## src/rtl/speck_pkg.sv

```systemverilog
// Speck shared definitions: default geometry of the 64/128 variant and the
// key-expander state encoding, common to the expander and the encryptor.
package speck_pkg;

    localparam int DEF_W      = 32;
    localparam int DEF_ROUNDS = 27;
    localparam int DEF_M      = 4;
    localparam int DEF_ALPHA  = 8;
    localparam int DEF_BETA   = 3;

    typedef enum logic {
        S_IDLE = 1'b0,
        S_RUN  = 1'b1
    } exp_state_t;

endpackage

```

## src/rtl/speck_round.sv

```systemverilog
// One Speck round: x' = (ROR(x,ALPHA) + y) ^ k ; y' = ROL(y,BETA) ^ x'.
// Shared by the encryptor datapath and the key expander.
module speck_round
    import speck_pkg::*;
#(
    parameter int W     = DEF_W,
    parameter int ALPHA = DEF_ALPHA,
    parameter int BETA  = DEF_BETA
) (
    input  logic [W-1:0] x_in,
    input  logic [W-1:0] y_in,
    input  logic [W-1:0] k_in,
    output logic [W-1:0] x_out,
    output logic [W-1:0] y_out
);

    logic [W-1:0] x_ror;
    logic [W-1:0] y_rol;

    always_comb begin
        x_ror = (x_in >> ALPHA) | (x_in << (W - ALPHA));
        y_rol = (y_in << BETA) | (y_in >> (W - BETA));
        x_out = (x_ror + y_in) ^ k_in;
        y_out = y_rol ^ x_out;
    end

endmodule

```

## src/rtl/speck_key_expander.sv

```systemverilog
// Speck key schedule: one round key per clock into a registered rk_flat bank
// that feeds the encryptor directly; done pulses when the last slot lands.
module speck_key_expander
    import speck_pkg::*;
#(
    parameter int W      = DEF_W,
    parameter int ROUNDS = DEF_ROUNDS,
    parameter int M      = DEF_M,
    parameter int ALPHA  = DEF_ALPHA,
    parameter int BETA   = DEF_BETA
) (
    input  logic                clk,
    input  logic                rst,
    input  logic                start,
    input  logic [W*M-1:0]      key,
    output logic [W*ROUNDS-1:0] rk_flat,
    output logic                busy,
    output logic                done,
    output logic                rk_valid
);

    // One spare bit so the counter can hold ROUNDS-1 without wrapping.
    localparam int             IW     = $clog2(ROUNDS) + 1;
    localparam logic [IW-1:0]  LAST_I = IW'(ROUNDS > 1 ? ROUNDS - 2 : 0);

    exp_state_t            state;
    exp_state_t            next_state;
    logic [W-1:0]          k;
    logic [M-2:0][W-1:0]   l_q;
    logic [IW-1:0]         i;
    logic [W-1:0]          round_idx;
    logic [W-1:0]          lnew;
    logic [W-1:0]          knew;
    logic                  accept;
    logic                  last_step;

    speck_round #(
        .W     (W),
        .ALPHA (ALPHA),
        .BETA  (BETA)
    ) u_round (
        .x_in  (l_q[0]),
        .y_in  (k),
        .k_in  (round_idx),
        .x_out (lnew),
        .y_out (knew)
    );

    // NOTE: sequential state is written with non-blocking assignments only.
    always_ff @(posedge clk or posedge rst) begin
        if (rst) state <= S_IDLE;
        else     state <= next_state;
    end

    // NOTE: every combinational output gets a default first, so no latch is inferred.
    always_comb begin
        next_state = state;
        case (state)
            S_IDLE: if (start && ROUNDS > 1) next_state = S_RUN;
            S_RUN:  if (i == LAST_I)        next_state = S_IDLE;
            default: next_state = S_IDLE;
        endcase
    end

    always_comb begin
        busy      = (state == S_RUN);
        accept    = (state == S_IDLE) && start;
        last_step = (state == S_RUN) && (i == LAST_I);
        round_idx = W'(i);
    end

    // NOTE: rk_flat is a flop bank rather than a RAM, so it takes the async clear.
    always_ff @(posedge clk or posedge rst) begin
        if (rst) begin
            rk_flat  <= '0;
            k        <= '0;
            l_q      <= '0;
            i        <= '0;
            done     <= 1'b0;
            rk_valid <= 1'b0;
        end else if (accept) begin
            rk_flat[W-1:0] <= key[W-1:0];
            k              <= key[W-1:0];
            for (int j = 0; j < M - 1; j++) l_q[j] <= key[(j+1)*W +: W];
            i        <= '0;
            done     <= (ROUNDS == 1);
            rk_valid <= (ROUNDS == 1);
        end else if (state == S_RUN) begin
            k <= knew;
            for (int j = 0; j < M - 2; j++) l_q[j] <= l_q[j+1];
            l_q[M-2] <= lnew;
            rk_flat[(int'(i) + 1) * W +: W] <= knew;
            i        <= i + 1'b1;
            done     <= last_step;
            rk_valid <= last_step;
        end else begin
            done <= 1'b0;
        end
    end

endmodule

```

## config.mk

```make
export PLATFORM = sky130hd
export DESIGN_NAME = speck_key_expander
export DESIGN_NICKNAME = d
export VERILOG_FILES = /design/src/rtl/speck_pkg.sv /design/src/rtl/speck_round.sv /design/src/rtl/speck_key_expander.sv
export SDC_FILE = /design/constraint.sdc
export NUM_CORES = 2
export LEC_CHECK = 0
export BUFFER_PORTS_ARGS = -buffer_cell sky130_fd_sc_hd__buf_2
export CAP_MARGIN = 20
export CORE_MARGIN = 5
export CORE_UTILIZATION = 25
export CTS_CLUSTER_DIAMETER = 100
export DETAILED_ROUTE_END_ITERATION = 10
export GPL_ROUTABILITY_DRIVEN = 0
export PLACE_DENSITY_LB_ADDON = 0.12
export SYNTH_ARGS = -nofsm -noshare
export SYNTH_HDL_FRONTEND = slang
export SYNTH_SLANG_ARGS = --single-unit
```

## constraint.sdc

```tcl
create_clock -name clk -period 38.7 [get_ports clk]
set_input_delay 3.87 -clock clk [delete_from_list [all_inputs] [get_ports clk]]
set_output_delay 3.87 -clock clk [all_outputs]
set_load 0.02 [all_outputs]
```

# ---- Word level (Yosys, flattened, before mapping)
# Cells that the tools add are included.
dict set report word_totals {
  latchBits 0
  rom_bits 0
  n_memories 0
  ff_bits 1001
  input_bits 131
  mem_bits_rw 0
  word_cells 43
}
dict set report classes {
  add_sub_neg 4
  bitwise 6
  muxes 16
  n_mul 0
  div 0
  reduce_logical 4
  magnitude_cmp 0
  eq_ne 1
  shift 2
}
# operator count
set ops {}
lappend ops {{bitwise mux 864 bit} 1}
lappend ops {{variable shift 32 x 33 -> 864 bit, first input constant} 1}
lappend ops {{indexed part select 32 x 33 -> 864 bit} 1}
lappend ops {{2-to-1 mux 96 bit} 2}
lappend ops {{2-to-1 mux 32 bit} 4}
lappend ops {{negator 12 -> 33 bit} 1}
lappend ops {{adder 32 bit} 1}
lappend ops {{bitwise OR 24 x 32 -> 32 bit} 1}
lappend ops {{bitwise OR 32 x 3 -> 32 bit} 1}
lappend ops {{bitwise XOR 32 bit} 1}
lappend ops {{bitwise XOR 32 x 6 -> 32 bit} 1}
lappend ops {{2-to-1 mux 6 bit} 2}
lappend ops {{adder 6 x 1 -> 7 bit, second input constant} 1}
lappend ops {{adder 6 x 1 -> 6 bit, second input constant} 1}
lappend ops {{equality test 6 x 5 -> 1 bit, second input constant} 1}
lappend ops {{2-to-1 mux 1 bit} 6}
lappend ops {{logical AND 1 bit} 2}
lappend ops {{NOT 1 bit} 2}
lappend ops {{case mux 1 bit (2 select lines)} 1}
lappend ops {{AND reduction 2 bit} 1}
lappend ops {{nonzero test 2 bit} 1}

# ---- Logic depth before layout (Yosys ltp)
dict set report logic_depth {
  word_depth 8
  ltp_mapped 15
  ltp_nobuf 14
}

# ---- Cells and area by module
# A second synthesis with hierarchy kept.
dict set report unflattened {
  cells_unflattened 3321
  area_unflattened_um2 44564.0
}
# mod seq_area_each_um2 area_per_inst_um2 n_inst cells_per_inst
set by_module_without_submodules {}
lappend by_module_without_submodules {speck_key_expander 25049.0 41979.0 1 2986}
lappend by_module_without_submodules {speck_round 0.0 2585.0 1 335}

# ---- Worst setup path after synthesis
# Ideal clock, no wire load.
dict set report synth_path {
  kind {input-to-reg}
  startpoint {input port start}
  endpoint {register k[0]}
  slack_ns 33.468
  arrival_ns 5.099
  setup_time_ns 0.133
  required_time_ns 38.567
  path_buffers 3
  stages 5
  path_cell_list {clkbuf_1 -> clkbuf_1 -> clkbuf_1 -> mux2i_1 -> o21ai_0}
}
dict set report synth_via {
  elab_chain_len 2
  word_cells_on_any_way 3
  cone_classes {mux: 1; reduce/logical: 2}
}
# item line
set synth_lines {}
lappend synth_lines {{start: declaration} speck_key_expander.sv:14} ;# input logic start,
lappend synth_lines {{logical AND 1 bit (*)} speck_key_expander.sv:67} ;# accept = (state == S_IDLE) && start;
lappend synth_lines {{2-to-1 mux 32 bit / nonzero test 2 bit (equally long branches)} --}
lappend synth_lines {{end signal: assignment} speck_key_expander.sv:83} ;# k <= key[W-1:0];
lappend synth_lines {{end signal: assignment} speck_key_expander.sv:89} ;# k <= knew;
lappend synth_lines {{end: declaration} speck_key_expander.sv:28} ;# logic [W-1:0] k;
# Mark *: on every way between the ends. The rest lies on a longest branch, timed or not.
# A chain may end at the register's enable or synchronous reset.

==> summary.txt <==
Required @ worst endpoint -> 39500 ps
Commonest non-fill, non-tap cells in the layout -> nand2_1 (1007), dfrtp_1 (1000), buf_2 (996), o21ai_0 (634), o21ai_1 (215)
Synth Instances -> 3952
Worst-case reg-to-reg path depth -> 14
Starting Density -> 0.251
CP Launch Type -> input port
WL met1 -> 82600 microns
Worst setup path endpoint -> rk_flat[346]
Crit path capture type -> async pin
Worst Skew -> 50.3 ps
Clk root buf -> clkbuf_16
Nets -> 5013
Post-Synth Adder-Cell Area -> 0.0112
Synthesis-stage register bit count -> 1001
Worst Hold Class -> reg2reg
Remaining DRCs -> 0
RSZ-0062 raised after global routing -> no
Initial drt markers -> 2286
Vias -> 32720
CTS Sinks -> 1001
EDFF count, synth -> 0
Status -> completed
Full die area -> 0.172 sq mm
Area Growth Syn to Fin -> 27.7%
Synthesis Warnings -> 0
Post-synth top flop -> dfrtp_1
Detailed placer's ending HPWL -> 142000 microns
Fin crit share -> 0.164
Pins Over Slew Limit -> 0
Chip Width -> 414 microns
First-pass GRT wire length -> 271000 microns
Max Used Layer -> met5
TritonRoute pass-1 iters -> 5
Ys async rst share -> 1.00
Post-Synthesis Cell Area -> 0.0409 sq mm
Total of max-cap violations -> 0
Setup TNS Final -> 0 ps
Net Count, Synth -> 4119
Register area share after synthesis -> 0.613
Drt via density -> 4.59
Slew @ Worst Pin -> 1060 ps
Port buffer count -> 997
R2R Path Start -> i[0]
Num rows -> 148
Metal2 WL -> 95500 microns
Routed WL per cell -> 27.2 microns
Reg clk slew, reported paths -> 60 ps
Mux contribution to synthesized area -> 0.0451
Synth Area in Compound Gates -> 0.152
Largest family of logic cells by synthesized area -> compound AO/OA/AOI/OAI gates
WL final -> 194000 microns
CTS Hold Bufs -> 0
WS Path Type -> in2async
Vias in the first global route -> 32425
Die height -> 414 microns
Commonest non-fill, non-tap cell in the layout -> nand2_1
Final hold violations -> 0
Share of layout cells above drive strength 1 -> 0.284
Critical path data arrival time -> 7130 ps
Initial antenna violation count -> 22
R2R Setup Slk -> 33660 ps
Clk_lat worst skew -> 750 ps
Gr usage total -> 0.220
Resize count post-CTS -> 0
Peak Freq -> 158 MHz
Fraction of the mapped netlist area in simple logic gates -> 0.126
H-tree lvl count -> 3
CTS tree -> built
Final Critical Period -> 6330 ps
Finish-stage setup viols -> 0
Core ar. -> 0.163 sq mm
Slew headroom -> 0.293
Post-CTS Setup Bufs -> 0
Fillers -> 17311
# IOs -> 998
Num CTS Buffers -> 116
Met3 routed WL -> 9830 microns
Crit Reg-Reg Endpoint -> rk_flat[87]
CTS Buffer Depth -> 3
CP Launch Point -> rst
DRT antenna net count -> 0
Synth Area in XOR/XNOR -> 0.0218
Avg Inst Size Synth -> 10.3 sq um
Crit-path max FO -> 115
Distinct cells, synth -> 83
Total gr overflow -> 0
Largest net degree at the start of global routing -> 134
==> flip-flops by register name, indices dropped and copies added, names as in the netlist <==
signal    flops
rk_flat     864
l_q          96
k            32
i             6
busy          1
done          1
rk_valid      1
==> cells by family after synthesis <==
logic type / Yosys count
compound gates: 1123
xor+xnor: 74
fa+ha+maj: 36
buf+inv: 310
flops: 1001
mux: 176
simple gates: 1232
==> Yosys cell counts (24+ instances only) <==
cell type,count,area [sq um]
nor2_1,40,150
dfrtp_1,1001,25000
ha_1,35,438
nand3_1,26,130
buf_2,38,190
a31oi_1,24,150
xnor2_1,35,307
clkbuf_1,244,916
a21oi_1,68,340
nand2_1,1024,3840
o21ai_1,215,1080
mux2_2,48,541
mux2i_1,112,1120
o31ai_1,65,488
o21ai_0,634,3170
nor2b_1,43,269
a211oi_1,39,293
==> per-stage QoR <==
step / instance area, sq um / setup WS [ps] / utilization / hold slack, ps / std cells
after global routing: 52200 / 31890 / 0.321 / 488 / 7121
after global placement: 48200 / 31210 / 0.296 / 456 / 6900
after floorplan: 40900 / 6670 / - / 446 / 3952
after detailed placement: 48200 / 31240 / 0.296 / 460 / 6901
final: 52200 / 32370 / 0.321 / 470 / 7133
after CTS: 52100 / 32060 / 0.321 / 473 / 7116
==> worst min path at each step <==
stage                  from           end  slack (ps)  cells after the start
2_1_floorplan       l_q[64]       l_q[32]         450                      2
3_3_place_gp   rk_flat[694]  rk_flat[694]         460                      2
3_5_place_dp    rk_flat[47]   rk_flat[47]         460                      2
4_1_cts         rk_flat[47]   rk_flat[47]         470                      2
5_1_grt        rk_flat[349]  rk_flat[349]         490                      2
6_report       rk_flat[360]  rk_flat[360]         470                      2
==> worst max-delay path: stages <==
cell	delay (ps)
buf_2	130
inv_8	530
buf_4	750
buf_4	860
buf_4	660
==> per-layer routing <==
metal	track usage	up-vias
li1	-	15293
met1	0.278	16341
met2	0.378	863
met3	0.0461	215
met4	0.0657	8
met5	0	-
==> area by class of cell <==
type                    count  area [sq um]  share of cell area
repair buffers           1070          5590               0.107
inverters                  16          67.6             0.00129
well taps                2175          2720              0.0521
clock buffers             181          3480              0.0667
diodes                     15          37.5            0.000719
flip-flops and latches   1001         25100               0.480
multi-input cells        2641         14800               0.283
clock inverters            34           458             0.00877
Power is left out: the tool's default activity adds up to more than one toggle a clock period on the data nets, which glitch-free logic cannot reach.
